===== src/rtl/ret_addr_stack.sv =====
// Circular return-address stack for instruction fetch; top entry is visible combinationally on ra.
// Define RASTACK_GUARD_EN to add an occupancy counter, the empty output and underflow protection.
module ret_addr_stack #(
  parameter int AW = 14,
  parameter int DEPTH = 16,
  localparam int PW = $clog2(DEPTH)
) (
  input  logic          clk,
  input  logic          rst,
  input  logic          stall,
  input  logic [AW-1:0] npc,
  input  logic          push,
  input  logic          pop,
`ifdef RASTACK_GUARD_EN
  output logic          empty,
`endif
  output logic [AW-1:0] ra
);

  logic [AW-1:0] r_mem [DEPTH];
  logic [PW-1:0] r_sp;
  logic [PW-1:0] w_top;
  logic [PW-1:0] w_wrAddr;
  logic          w_isEmpty;
  logic          w_wrEn;
  logic          w_replace;
  logic          w_spInc;
  logic          w_spDec;

  assign w_top = r_sp - PW'(1);

  // An empty guarded stack turns push+pop into a plain push instead of overwriting a dead slot.
  assign w_wrEn    = !stall && push;
  assign w_replace = pop && !w_isEmpty;
  assign w_wrAddr  = w_replace ? w_top : r_sp;
  assign w_spInc   = w_wrEn && !w_replace;
  assign w_spDec   = !stall && pop && !push && !w_isEmpty;

`ifdef RASTACK_GUARD_EN
  logic [PW:0] r_cnt;

  assign w_isEmpty = (r_cnt == '0);
  assign empty     = w_isEmpty;

  always_ff @(posedge clk or negedge rst) begin
    if (!rst) begin
      r_cnt <= '0;
    end else if (w_spInc) begin
      if (r_cnt != (PW+1)'(DEPTH)) begin
        r_cnt <= r_cnt + (PW+1)'(1);
      end
    end else if (w_spDec) begin
      r_cnt <= r_cnt - (PW+1)'(1);
    end
  end
`else
  assign w_isEmpty = 1'b0;
`endif

  always_ff @(posedge clk or negedge rst) begin
    if (!rst) begin
      r_sp <= '0;
    end else if (w_spInc) begin
      r_sp <= r_sp + PW'(1);
    end else if (w_spDec) begin
      r_sp <= w_top;
    end
  end

  always_ff @(posedge clk or negedge rst) begin
    if (!rst) begin
      for (int i = 0; i < DEPTH; i++) begin
        r_mem[i] <= '0;
      end
    end else if (w_wrEn) begin
      r_mem[w_wrAddr] <= npc;
    end
  end

  assign ra = w_isEmpty ? '0 : r_mem[w_top];

endmodule


===== config.mk =====
export PLATFORM = sky130hd
export DESIGN_NAME = ret_addr_stack
export DESIGN_NICKNAME = d
export VERILOG_FILES = /design/src/rtl/ret_addr_stack.sv
export SDC_FILE = /design/constraint.sdc
export NUM_CORES = 1
export LEC_CHECK = 0
export CAP_MARGIN = 40
export CORE_UTILIZATION = 40
export CTS_CLUSTER_SIZE = 24
export DETAILED_ROUTE_END_ITERATION = 16
export PLACE_DENSITY = 0.53
export SYNTH_ARGS = -nofsm -noshare
export SYNTH_HDL_FRONTEND = slang
export SYNTH_SLANG_ARGS = --single-unit

===== constraint.sdc =====
create_clock -name clk -period 7.02 [get_ports clk]
set_input_delay 0.702 -clock clk [delete_from_list [all_inputs] [get_ports clk]]
set_output_delay 0.702 -clock clk [all_outputs]
set_load 0.1 [all_outputs]

# Word level (Yosys, flattened, before mapping)

Index checks and enable logic that the tools add are counted.

Multiplexer cells: 9
Magnitude comparators: 3
Bitwise logic cells: 2
Reductions and logical operators: 9
Add/subtract/negate cells: 2

Operators with widths:

| cell                                                                         | count |
|---|---|
| 224-bit bitwise mux                                                          | 1 |
| 14-bit binary-select mux with 4-bit select                                   | 1 |
| 14-bit demux with 4-bit select                                               | 1 |
| 14-bit two-way mux                                                           | 3 |
| 4-bit two-way mux                                                            | 3 |
| 5-bit greater-or-equal comparator, second input constant                     | 2 |
| 4-bit inverter with 5-bit output                                             | 2 |
| 1-bit logical AND                                                            | 5 |
| 5-bit by 1-bit less-than comparator with 1-bit output, second input constant | 1 |
| 4-bit by 1-bit adder with 4-bit output, second input constant                | 1 |
| 4-bit by 1-bit subtractor with 4-bit output, second input constant           | 1 |
| 1-bit logical NOT                                                            | 3 |
| 2-bit nonzero test                                                           | 1 |

Bits of input ports: 19
Word-level logic and storage cells: 42
Register bits after elaboration: 228

# Depth between registers and ports, before layout

Depth after elaboration: 8
Depth in mapped cells: 11
Depth with buffers taken out: 6

# Worst setup path before layout

Ideal clock, no wire load.

Kind: reg2out
From: register r_sp[0]
To: output ra[3]
Path buffers: 4
Stages on the path, launching flop included: 11
Arrival: 2.772 ns
Path slack: 3.546 ns
Cell sequence: dfrtp_1 > buf_6 > buf_2 > inv_1 > ha_1 > buf_2 > xor2_4 > buf_4 > mux2i_1 > a221oi_1 > a32o_1

Longest elaborated chain between the ends: 5

Ends and longest elaborated chain:

| element                                                | RTL line | source |
|---|---|---|
| start, declared                                        | 21       | `logic [PW-1:0] r_sp;` |
| start signal, assigned                                 | 64       | `r_sp <= r_sp + PW'(1);` |
| start signal, assigned                                 | 66       | `r_sp <= w_top;` |
| 4-bit by 1-bit subtractor with 4-bit output            | 30       | `assign w_top = r_sp - PW'(1);` |
| net w_top[0]                                           | 22       | `logic [PW-1:0] w_top;` |
| 4-bit inverter with 5-bit output (not written as such) | 80       | `assign ra = w_isEmpty ? '0 : r_mem[w_top];` |
| 14-bit binary-select mux with 4-bit select             | 80       |  |
| 14-bit two-way mux (not written as such) (2 in a row)  | 80       |  |
| end, declared                                          | 17       | `output logic [AW-1:0] ra` |

The timed path passes the listed nets, and every way through them passes these cells. The select of a mux whose other input is x is not followed.

# Final worst setup path

From: register r_sp[1]
To: output ra[5]

Longest elaborated chain between the ends: 5

Ends and longest elaborated chain:

| element                                                | RTL line |
|---|---|
| 4-bit by 1-bit subtractor with 4-bit output            | 30 |
| 4-bit inverter with 5-bit output (not written as such) | 80 |
| 14-bit binary-select mux with 4-bit select             | 80 |
| 14-bit two-way mux (not written as such) (2 in a row)  | 80 |

No other way between the ends. The select of a mux whose other input is x is not followed.

==> flow_summary.json <==
{
  "clockBufferDepth": 3,
  "hold_viol_final": 0,
  "synthArstFlopShare_pct": 100.0,
  "core-area_um2": 27180,
  "grt_pass1_wl_um": 43400,
  "die_area_um2": 28610,
  "critPathKind": "flop to output pin",
  "finalSetupViolations": 0,
  "dr.pass1.iters": 6,
  "skew_ns": 0.01235,
  "port_buffers": 32,
  "syn_nets": 829,
  "min_period_ns": 4.722,
  "numCtsBuffers": 26,
  "postRouteAntennaNets": 0,
  "synth_seq_cells": 228,
  "start_kind": "flop",
  "fin_crit_sh_pct": 67.26,
  "avgSynthCellArea_um2": 13.83,
  "clk_pin_slew_ns": 0.06,
  "cp_max_fo": 51,
  "grt_max_degree": 105,
  "dominantRegCellSynth": "dfrtp_1",
  "dp.cells": 1187,
  "routabilityCongestion": 0.7883,
  "synth_sequential_area_ratio_pct": 51.06,
  "grt_pass1_vias": 7384,
  "cts_tree": "yes",
  "antenna_found_initial": 0,
  "viasPerCell": 5.393,
  "fmax_mhz": 211.8,
  "cts_resized": 0,
  "wire_per_inst_um": 21.85,
  "wl_um": 26870,
  "cts_root_buf": "clkbuf_16",
  "r2r_slack_ns": 3.75,
  "maxSlewHeadroom_pct": 43.84,
  "syn_to_final_growth_pct": 15.45,
  "drt-initial-drc-count": 379,
  "drive_gt1_share_pct": 41.14,
  "clk_latency_ns": 0.53,
  "yosysWarnings": 0,
  "clock_sink_count": 228,
  "syn_inst": 808,
  "rsz0062_at_grt": "false",
  "die_h_um": 169.1,
  "tightest_slew_ns": 0.8424,
  "setup_tns_ns": 0,
  "required_ns": 6.32,
  "ios": 33,
  "hold_buffers": 0,
  "dpl.hpwl_um": 17450,
  "end_kind": "output pin",
  "syn-cell-area_um2": 11170,
  "post_cts_buffers": 0,
  "grt_remaining_overflow": 0,
  "vias": 6633,
  "fin_cells": 1230,
  "fp-row-count": 60,
  "h-tree-depth": 1,
  "die_x_um": 169.1,
  "min_path_type": "input pin to async pin",
  "run_status": "complete, no violations",
  "drc": 0,
  "start_util_pct": 41.12,
  "maxCapViolCount": 0,
  "slew_violations": 0,
  "synth_edf_count": 0,
  "arrival_ns": 4.02,
  "synth.distinct_cells": 54,
  "nets": 864,
  "antenna_cells": 0,
  "track_usage_pct": 19.83
}
## final cells by class
| cell class | instances | area [um2] |
|---|---|---|
| clock inverter | 2 | 35.03 |
| timing repair buffer | 74 | 897.1 |
| fill | 2386 | 14270 |
| tap | 372 | 465.4 |
| sequential | 228 | 5707 |
| inverter | 3 | 11.26 |
| multi-input combinational | 510 | 5017 |
| clock buffer | 41 | 768.2 |
## synthesized netlist by cell type (3+ instances only)
| cell | n | share of area [%] |
|---|---|---|
| nand3b_1 | 3 | 0.20 |
| clkbuf_1 | 27 | 0.91 |
| mux2_2 | 178 | 18 |
| nand3_1 | 29 | 1.3 |
| buf_6 | 13 | 1.3 |
| o21ai_2 | 12 | 0.94 |
| nand2_1 | 101 | 3.4 |
| dfrtp_1 | 228 | 51 |
| mux2_4 | 40 | 5.4 |
| nor2_1 | 4 | 0.13 |
| a221oi_1 | 13 | 1.0 |
| nor2b_1 | 7 | 0.39 |
| mux4_2 | 28 | 5.6 |
| mux2i_1 | 27 | 2.4 |
| buf_2 | 15 | 0.67 |
| mux2_1 | 6 | 0.60 |
| a21oi_1 | 3 | 0.13 |
| a32o_1 | 15 | 1.3 |
| inv_1 | 3 | 0.10 |
| buf_4 | 8 | 0.54 |
| buf_12 | 4 | 0.72 |
## metrics by stage
stage / hold WS, ns / utilization [%] / setup WS [ns] / cell area (um2)
2_1_floorplan: 0.4064 / - / 3.546 / 11170
3_3_place_gp: 0.4800 / 42.77 / 2.311 / 11620
3_5_place_dp: 0.4870 / 44.52 / 2.894 / 12100
4_1_cts: 0.2411 / 47.47 / 2.302 / 12900
5_1_grt: 0.2538 / 47.47 / 2.057 / 12900
6_report: 0.1805 / 47.47 / 2.298 / 12900
## worst max-delay path, stage by stage (launching register included)
cell and delay [ns]:
dfrtp_1 0.52, inv_1 0.15, ha_1 0.42, xor2_4 0.18, buf_4 0.62, mux2i_1 0.18, a221oi_1 0.34, a32o_1 0.23
clkdlybuf4s50_1 0.59, buf_16 0.20
## state kept, by name, indices dropped and copies added (netlist names)
signal and flops:
r_mem 224, r_sp 4
## final timing paths
path,end,cells after the start,startpoint
worst max-delay path,ra[5],9,r_sp[1]
worst min-delay path,r_mem[126],1,rst
worst max register to register,r_mem[121],8,r_sp[1]
worst min register to register,r_mem[32],1,r_mem[32]
max in group asynchronous,r_sp[0],2,rst
min in group clk,r_mem[32],1,r_mem[32]
## metal layers
| layer | up-vias | global-route usage (%) | part of all wire (%) |
|---|---|---|---|
| met5 | - | 0 | 0 |
| met4 | 0 | 5.915 | 2.4 |
| met3 | 38 | 2.845 | 4.3 |
| met2 | 119 | 33.40 | 49 |
| met1 | 3477 | 26.56 | 45 |
| li1 | 2999 | - | - |
## cell usage in the layout, fill, tap and decap left out, types with 4 or more instances in the layout
master,count
mux2_1,6
buf_4,13
clkbuf_1,10
buf_8,23
mux4_2,28
dfrtp_1,227
nor2b_1,4
o21ai_2,12
nand3_1,29
nor2b_2,4
buf_16,4
clkbuf_16,27
clkbuf_8,4
a32o_1,15
clkdlybuf4s50_1,31
nor2_1,4
mux2_2,178
nand2_1,101
a221oi_1,13
mux2_4,40
mux2i_1,27
## logic make-up (layout without fill, tap and decap cells)
family,Yosys count,in the layout,share of synthesized area (%)
multiplexers,279,279,31.98
flip-flops,228,228,51.06
AND/OR/NAND/NOR,162,162,6.651
buffers and inverters,70,120,4.244
AO/OA/AOI/OAI,62,62,5.285
XOR/XNOR,5,5,0.5599
adder cells (fa/ha/maj),2,2,0.2239
Power is left out: the tool's default activity adds up to more than one toggle a clock period on the data nets, which glitch-free logic cannot reach.
